[config.mk]
export PLATFORM = sky130hd
export DESIGN_NAME = proc_check_monitor_flat
export DESIGN_NICKNAME = d
export VERILOG_FILES = /design/src/rtl/proc_check_monitor_if.sv /design/src/rtl/proc_check_monitor.sv /design/src/flat_wrapper.sv
export SDC_FILE = /design/constraint.sdc
export NUM_CORES = 1
export LEC_CHECK = 0
export CORE_AREA = 2 2 287 289
export DETAILED_ROUTE_END_ITERATION = 12
export DIE_AREA = 0 0 289 291
export PLACE_DENSITY = 0.49
export REMOVE_ABC_BUFFERS = 1
export SETUP_SLACK_MARGIN = 0.5
export SLEW_MARGIN = 10
export SYNTH_ARGS = -nofsm -noshare
export SYNTH_HDL_FRONTEND = slang
export SYNTH_SLANG_ARGS = --single-unit
[constraint.sdc]
create_clock -name CLK -period 9.78 [get_ports CLK]
set_input_delay 1.956 -clock CLK [delete_from_list [all_inputs] [get_ports CLK]]
set_output_delay 1.956 -clock CLK [all_outputs]
set_load 0.02 [all_outputs]
[src/rtl/proc_check_monitor_if.sv]
// ---------------------------------------------------------------------------
// proc_check_monitor_if
//   Observation/control bus between the single-cycle processor and its
//   self-check monitor.
//   Signals:
//     currentpc    processor PC                       (processor -> monitor)
//     MemtoRegOut  processor writeback value          (processor -> monitor)
//     proc_resetl  active-low processor reset         (monitor -> processor)
//   Modports:
//     master  processor side
//     slave   monitor side
// ---------------------------------------------------------------------------
interface proc_check_monitor_if #(
    parameter int DATA_W = 64,
    parameter int ADDR_W = 64
);
    logic [ADDR_W-1:0] currentpc;
    logic [DATA_W-1:0] MemtoRegOut;
    logic              proc_resetl;

    modport master (output currentpc, output MemtoRegOut, input proc_resetl);
    modport slave  (input currentpc, input MemtoRegOut, output proc_resetl);
endinterface

[src/rtl/proc_check_monitor.sv]
// ---------------------------------------------------------------------------
// proc_check_monitor
//   Self-check harness for the single-cycle processor. It holds the processor
//   in reset for RST_CYC cycles after start and then releases it. Every time
//   the PC reaches the next checkpoint, it compares the writeback value with
//   the expected value. A per-checkpoint watchdog ends runs that stall.
//   Ports:
//     CLK, Reset      clock, synchronous active-high reset
//     start           run request pulse (honoured in IDLE/DONE only)
//     chk_count       number of active checkpoints, latched on start
//     chk_pc/chk_val  packed checkpoint PCs / expected values
//     wdog_limit      cycle budget per checkpoint (0 = off), latched on start
//     bus             processor observation bus (slave side)
//     busy/done       run status
//     all_passed      qualified pass flag, valid in DONE
//     timeout         watchdog expired during the run
//     pass_count      checkpoints passed so far
//     check_idx       checkpoint currently awaited
//     fail_mask       per-checkpoint failed / not-reached flags
//     fail_value      writeback value at the first failing compare
// ---------------------------------------------------------------------------
module proc_check_monitor #(
    parameter int DATA_W     = 64,
    parameter int ADDR_W     = 64,
    parameter int NUM_CHECKS = 4,
    parameter int IDX_W      = $clog2(NUM_CHECKS + 1),
    parameter int WDOG_W     = 16,
    parameter int RST_CYC    = 2
) (
    input  logic                         CLK,
    input  logic                         Reset,
    input  logic                         start,
    input  logic [IDX_W-1:0]             chk_count,
    input  logic [NUM_CHECKS*ADDR_W-1:0] chk_pc,
    input  logic [NUM_CHECKS*DATA_W-1:0] chk_val,
    input  logic [WDOG_W-1:0]            wdog_limit,
    proc_check_monitor_if.slave          bus,
    output logic                         busy,
    output logic                         done,
    output logic                         all_passed,
    output logic                         timeout,
    output logic [IDX_W-1:0]             pass_count,
    output logic [IDX_W-1:0]             check_idx,
    output logic [NUM_CHECKS-1:0]        fail_mask,
    output logic [DATA_W-1:0]            fail_value
);
    // Tables are padded to a power of two so check_idx indexes them at its
    // natural width; padded slots are never reached while running.
    localparam int SLOTS  = 1 << IDX_W;
    localparam int HOLD_W = (RST_CYC > 1) ? $clog2(RST_CYC) : 1;

    typedef enum logic [1:0] {S_IDLE, S_HOLD, S_RUN, S_DONE} state_e;

    state_e                state_q;
    logic [IDX_W-1:0]      chk_count_q;
    logic [WDOG_W-1:0]     wdog_limit_q;
    logic [WDOG_W-1:0]     wdog_q;
    logic [HOLD_W-1:0]     hold_q;
    logic                  timeout_q;
    logic [IDX_W-1:0]      pass_count_q;
    logic [IDX_W-1:0]      check_idx_q;
    logic [NUM_CHECKS-1:0] fail_mask_q;
    logic [DATA_W-1:0]     fail_value_q;

    logic [ADDR_W-1:0] pc_tab  [SLOTS];
    logic [DATA_W-1:0] val_tab [SLOTS];

    for (genvar g = 0; g < SLOTS; g++) begin : g_tab
        if (g < NUM_CHECKS) begin : g_live
            assign pc_tab[g]  = chk_pc[g*ADDR_W +: ADDR_W];
            assign val_tab[g] = chk_val[g*DATA_W +: DATA_W];
        end else begin : g_pad
            assign pc_tab[g]  = '0;
            assign val_tab[g] = '0;
        end
    end

    logic              retire;
    logic              hit;
    logic              last;
    logic              expire;
    logic [WDOG_W-1:0] wdog_inc;
    logic [NUM_CHECKS-1:0] cur_bit;
    logic [NUM_CHECKS-1:0] tail_mask;

    assign retire   = (state_q == S_RUN) && (bus.currentpc >= pc_tab[check_idx_q]);
    assign hit      = (bus.MemtoRegOut == val_tab[check_idx_q]);
    assign last     = ((check_idx_q + IDX_W'(1)) == chk_count_q);
    assign wdog_inc = wdog_q + WDOG_W'(1);
    // The watchdog budget counts non-retiring RUN cycles: expiry happens on
    // the cycle that would bring the count up to the limit.
    assign expire   = (wdog_limit_q != '0) && (wdog_inc == wdog_limit_q);

    // NOTE: every always_comb output gets a default before the loop so no
    // path leaves it unassigned (which would infer a latch).
    always_comb begin
        cur_bit   = '0;
        tail_mask = '0;
        for (int i = 0; i < NUM_CHECKS; i++) begin
            cur_bit[i]   = (IDX_W'(i) == check_idx_q);
            tail_mask[i] = (IDX_W'(i) >= check_idx_q) && (IDX_W'(i) < chk_count_q);
        end
    end

    // NOTE: sequential state uses non-blocking assignments only, so every
    // register samples the pre-edge values regardless of statement order.
    always_ff @(posedge CLK) begin
        if (Reset) begin
            state_q      <= S_IDLE;
            chk_count_q  <= '0;
            wdog_limit_q <= '0;
            wdog_q       <= '0;
            hold_q       <= '0;
            timeout_q    <= 1'b0;
            pass_count_q <= '0;
            check_idx_q  <= '0;
            fail_mask_q  <= '0;
            fail_value_q <= '0;
        end else begin
            case (state_q)
                S_IDLE, S_DONE: begin
                    if (start) begin
                        state_q      <= S_HOLD;
                        chk_count_q  <= chk_count;
                        wdog_limit_q <= wdog_limit;
                        wdog_q       <= '0;
                        hold_q       <= '0;
                        timeout_q    <= 1'b0;
                        pass_count_q <= '0;
                        check_idx_q  <= '0;
                        fail_mask_q  <= '0;
                        fail_value_q <= '0;
                    end
                end
                S_HOLD: begin
                    if (hold_q == HOLD_W'(RST_CYC - 1)) begin
                        state_q <= (chk_count_q == '0) ? S_DONE : S_RUN;
                    end else begin
                        hold_q <= hold_q + HOLD_W'(1);
                    end
                end
                S_RUN: begin
                    // A retire takes priority over a simultaneous expiry.
                    if (retire) begin
                        if (hit) begin
                            pass_count_q <= pass_count_q + IDX_W'(1);
                        end else begin
                            fail_mask_q <= fail_mask_q | cur_bit;
                            // No compare has failed yet while the mask is
                            // clear (timeouts only set bits on exit).
                            if (fail_mask_q == '0) fail_value_q <= bus.MemtoRegOut;
                        end
                        check_idx_q <= check_idx_q + IDX_W'(1);
                        wdog_q      <= '0;
                        if (last) state_q <= S_DONE;
                    end else if (expire) begin
                        timeout_q   <= 1'b1;
                        fail_mask_q <= fail_mask_q | tail_mask;
                        state_q     <= S_DONE;
                    end else begin
                        wdog_q <= wdog_inc;
                    end
                end
                default: state_q <= S_IDLE;
            endcase
        end
    end

    // Status outputs decode registered state directly, so they are glitch-free.
    assign bus.proc_resetl = (state_q == S_RUN);
    assign busy            = (state_q == S_HOLD) || (state_q == S_RUN);
    assign done            = (state_q == S_DONE);
    assign all_passed      = done && (pass_count_q == chk_count_q) && !timeout_q;
    assign timeout         = timeout_q;
    assign pass_count      = pass_count_q;
    assign check_idx       = check_idx_q;
    assign fail_mask       = fail_mask_q;
    assign fail_value      = fail_value_q;
endmodule

[src/flat_wrapper.sv]
// flat-port wrapper written by rule: the top's interface ports become plain ports
module proc_check_monitor_flat 
#(
    parameter int DATA_W     = 64,
    parameter int ADDR_W     = 64,
    parameter int NUM_CHECKS = 4,
    parameter int IDX_W      = $clog2(NUM_CHECKS + 1),
    parameter int WDOG_W     = 16,
    parameter int RST_CYC    = 2
)
  (CLK, Reset, start, chk_count, chk_pc, chk_val, wdog_limit, busy, done, all_passed, timeout, pass_count, check_idx, fail_mask, fail_value, bus_currentpc, bus_MemtoRegOut, bus_proc_resetl);
  proc_check_monitor_if #(.DATA_W(DATA_W), .ADDR_W(ADDR_W)) bus_i ();
  input  logic CLK;
  input  logic Reset;
  input  logic start;
  input  logic [IDX_W-1:0] chk_count;
  input  logic [NUM_CHECKS*ADDR_W-1:0] chk_pc;
  input  logic [NUM_CHECKS*DATA_W-1:0] chk_val;
  input  logic [WDOG_W-1:0] wdog_limit;
  output logic busy;
  output logic done;
  output logic all_passed;
  output logic timeout;
  output logic [IDX_W-1:0] pass_count;
  output logic [IDX_W-1:0] check_idx;
  output logic [NUM_CHECKS-1:0] fail_mask;
  output logic [DATA_W-1:0] fail_value;
  input wire logic [$bits(bus_i.currentpc)-1:0] bus_currentpc;
  input wire logic [$bits(bus_i.MemtoRegOut)-1:0] bus_MemtoRegOut;
  output wire logic [$bits(bus_i.proc_resetl)-1:0] bus_proc_resetl;
  assign bus_i.currentpc = bus_currentpc;
  assign bus_i.MemtoRegOut = bus_MemtoRegOut;
  assign bus_proc_resetl = bus_i.proc_resetl;
  proc_check_monitor #(.DATA_W(DATA_W), .ADDR_W(ADDR_W), .NUM_CHECKS(NUM_CHECKS), .IDX_W(IDX_W), .WDOG_W(WDOG_W), .RST_CYC(RST_CYC)) u_core (.CLK(CLK), .Reset(Reset), .start(start), .chk_count(chk_count), .chk_pc(chk_pc), .chk_val(chk_val), .wdog_limit(wdog_limit), .bus(bus_i), .busy(busy), .done(done), .all_passed(all_passed), .timeout(timeout), .pass_count(pass_count), .check_idx(check_idx), .fail_mask(fail_mask), .fail_value(fail_value));
endmodule
==> results.txt <==
----------------------------------------------------
[Status]
  Result of the run ... finished clean

[STA]
  Shortest period the worst path allows ... about 6.6 ns
  Setup-violating endpoint count in the final report ... 0
  Maximum clock frequency ... 152 MHz
  Slew of the pin with the lowest slew margin ... 1.04 ns
  Headroom to the max-slew limit ... 0.290
  Unrepaired setup endpoints after global routing ... no
  Number of slew-limit violations in the final report ... 0
  Share of the clock period used by the worst path after layout ... 0.675
  Post-route clock skew ... 0.0116 ns
  Number of hold violations in the final report ... 0

[Power and ir drop]
  Pwr Density ... roughly 120 nW/um2
  Internal power ... 1.48 mW
  Part of the total power dissipated in combinational logic ... 0.489
  Net Switching ... about 850 uW
  Power share of the clock group ... 0.266
  Switching power as a share of total power ... 0.364
  Peak supply drop ... 108 uV
  Portion of total power attributed to sequential cells ... 0.244
  Leak ... approximately 6.9 nW

[Yosys]
  Portion of synthesized cell area occupied by the leading cell type ... 0.257
  Cell count after synthesis ... 1136
  Yosys warns ... 0
  Post-synthesis sequential element count ... 113
  Async S/R FF share, synth ... 0
  Post-Synthesis Mean Instance Area ... 9.73 um2
  Count of unique library cells instantiated by Yosys ... 71
  Number of enable-type register cells in the synthesized netlist ... 0
  Post-synthesis instance area ... 11100 um2
  Main flop type after synthesis ... dfxtp_1
  Largest area contributor in the synthesized netlist ... mux4_2
  Share of the yosys chip area belonging to registers ... 0.205
  Area contributors post-synth ... mux4_2 26%, dfxtp_1 20%, ha_1 8.1%, a22o_1 5.2%, nand2_1 5.1%

[Setup path]
  Type of the worst setup path ... input pin to flop
  Critical Path Sink Type ... flop
  Critical Path AT ... 6.96 ns
  Worst path required time ... 10.14 ns
  Biggest fanout along the worst timing path ... 64
  Startpoint kind of the worst setup timing path ... input pin

[Die]
  Chip Width ... 289 um
  Die area ... 84100 um2
  Starting utilization of the core area ... 0.136
  Chip height ... about 290 um
  Number of rows in the core area ... 105
  Core Footprint ... between 80000 and 90000 um2
  IO Pins ... 741

[GRT]
  Overall routing resource usage ... 0.151
  Initial antenna violation count ... 23
  Global route total overflow ... 0
  Maximum number of pins on one net before global-route repair ... 85
  First-pass GRT wire length ... 92300 um
  Vias in the first global route ... about 13000

[Clock network]
  Number of gates resized after cts ... 0
  Clock transition time at the flip-flop clock pins of the worst setup and hold paths ... 0.06 ns
  Sinks on Clock Net ... between 100 and 150
  Cell chosen for the clock root ... clkbuf_16
  # hold bufs at CTS ... 0
  Maximum level of the CTS H-tree ... 4
  TritonCTS clock tree ... built
  Clk_lat worst skew ... roughly 0.43 ns
  Max Buffers Root-to-Sink ... 2
  Total clock buffers created by CTS ... 17
  Buffers inserted during post-CTS setup optimization ... 0

[Route]
  DRT Wirelength ... approximately 65000 um
  Average via count per standard cell ... 4.35
  Wire length per cell after detailed routing ... 22.3 um
  Number of optimization iterations in the first detailed-route pass ... 7
  Initial drt markers ... 740
  Via count of the routed design ... between 10000 and 15000
  Count of antenna-violating nets left after detailed routing ... 0
  Number of DRC violations after detailed routing ... 0

[Job]
  Max-cap viol count ... 0

[Layout]
  Layout-stage area growth over the synthesis result ... 81.5%
  Fraction of the core area covered by cells at the end of the flow ... 0.247
  Share of cells above drive strength 1 ... 0.102
  Post-layout instance area ... 20100 um2
  Number of nets in the layout ... 2558

[Place]
  Count of buffers inserted at the top-level ports ... 740
  Post-place instance area ... 19400 um2
  HPWL after DPL ... 55800 um
  Final weighted congestion in routability-driven placement ... 0.945

[Min path]
  Worst hold-check path type ... flop to flop

----------------------------------------------------
-- metrics by stage --
stage / cells / hold WS [ns] / TNS, ns / setup slack (ns) / power [mW]
CTS: 2907 / 0.476 / 0 / 3.18 / 2.37
global placement: 2875 / 0.457 / 0 / 2.87 / 1.71
finish: 2926 / 0.472 / 0 / 3.18 / 2.33
detailed placement: 2875 / 0.458 / 0 / 2.71 / 1.73
global route: 2921 / 0.485 / 0 / 2.99 / 2.49
floorplan: 1052 / 0.452 / -17.44 / -0.273 / 1.18
-- sequential cells by signal, indices dropped and copies added (netlist names) --
signal,flops
u_core.chk_count_q,3
u_core.timeout,1
u_core.pass_count,3
u_core.state_q,2
u_core.wdog_q,16
u_core.wdog_limit_q,16
u_core.fail_value,64
u_core.hold_q,1
u_core.check_idx,3
u_core.fail_mask,4
-- placed cells by master, fill, tap and decap left out, drive strengths merged, types with 7 or more instances in the layout --
master         netlist  routed
nand2              150     150
mux2i               13      13
clkbuf              44      18
a22oi               13      13
a31oi               12      12
and3                13      13
o311ai               9       9
clkinv               0       7
a22o                66      66
mux4               126     126
nor4                11      11
xnor2               44      44
dfxtp              113     113
buf                 40      13
nor3                16      16
nand2b               7       7
nor4b               13      13
nand3               27      27
inv                 24      27
xor2                12      12
ha                  72      72
nor2                62      62
and4                13      13
diode                0      19
nand4               33      33
a21oi               75      75
clkdlybuf4s50        0     740
o32ai                9       9
nor4bb               8       8
o21ai               33      33
-- Yosys cell counts (4+ instances only) --
cell type  count
a211oi_1       4
a21oi_1       75
a22o_1        66
a22oi_1       13
a31oi_1       12
and2_1         4
and3_1        13
and4_1        13
buf_1         11
buf_2          7
buf_4          4
buf_6         16
clkbuf_1      44
dfxtp_1      113
ha_1          72
inv_1         24
mux2i_1       13
mux4_2       126
nand2_1      149
nand2b_1       7
nand3_1       27
nand3b_1       4
nand4_1       33
nor2_1        62
nor2b_1        4
nor3_1        16
nor4_1         9
nor4b_1       13
nor4bb_1       8
o2111ai_1      4
o21a_1         4
o21ai_0       33
o311ai_0       9
o32ai_1        9
xnor2_1       44
xor2_1        12
-- path summary, 6_finish.rpt --
kind	start	to	slack, ns	cells after the start
max	chk_pc[253]	u_core.fail_value[23]	3.18	14
min	u_core.fail_value[30]	u_core.fail_value[30]	0.47	1
max reg2reg	u_core.check_idx[1]	u_core.fail_value[23]	3.37	14
min reg2reg	u_core.fail_value[30]	u_core.fail_value[30]	0.47	1
-- logic make-up (layout without fill, tap and decap cells) --
| group | after synthesis | count (layout) | share of synthesized area |
|---|---|---|---|
| AO/OA/AOI/OAI | 268 | 268 | 0.171 |
| XOR/XNOR | 56 | 56 | 0.0444 |
| adder cells (fa/ha/maj) | 72 | 72 | 0.0815 |
| buffers and inverters | 108 | 809 | 0.0526 |
| flip-flops | 113 | 113 | 0.205 |
| multiplexers | 142 | 142 | 0.272 |
| other | 0 | 19 | 0 |
| AND/OR/NAND/NOR | 377 | 377 | 0.174 |
-- routing by layer --
layer | share of wire | GRT usage
met1 | 0.42 | 0.184
met2 | 0.49 | 0.254
met3 | 0.075 | 0.0453
met4 | 0.020 | 0.0411
met5 | 0.00070 | 0.0110
-- power by group through the flow --
stage	Sequential [mW]	Clock, mW	Combinational (mW)
3_5_place_dp	0.580	0	1.15
2_1_floorplan	0.623	0	0.560
4_1_cts	0.570	0.641	1.15
3_3_place_gp	0.579	0	1.13
6_report	0.570	0.621	1.14
5_1_grt	0.577	0.664	1.25
-- critical path: stages --
cell	delay, ns
clkdlybuf4s50_1	0.41
mux4_2	0.50
nand2_1	0.15
ha_1	0.16
nand4_1	0.14
nor4_1	0.49
nand3_1	0.28
a2111oi_0	0.94
nor3_1	0.29
a31oi_1	0.26
buf_4	0.25
and3_2	0.20
buf_4	0.58
a22o_1	0.26
-- cell type report --
class                      count  area [um2]
fill                        8668       61100
multi-input combinational    915        8220
timing repair buffer         753        7520
sequential                   113        2270
tap                         1070        1340
clock buffer                  18         439
clock inverter                14         133
inverter                      24        92.6
antenna                       19        47.5
Power figures use the tool's default switching activity.
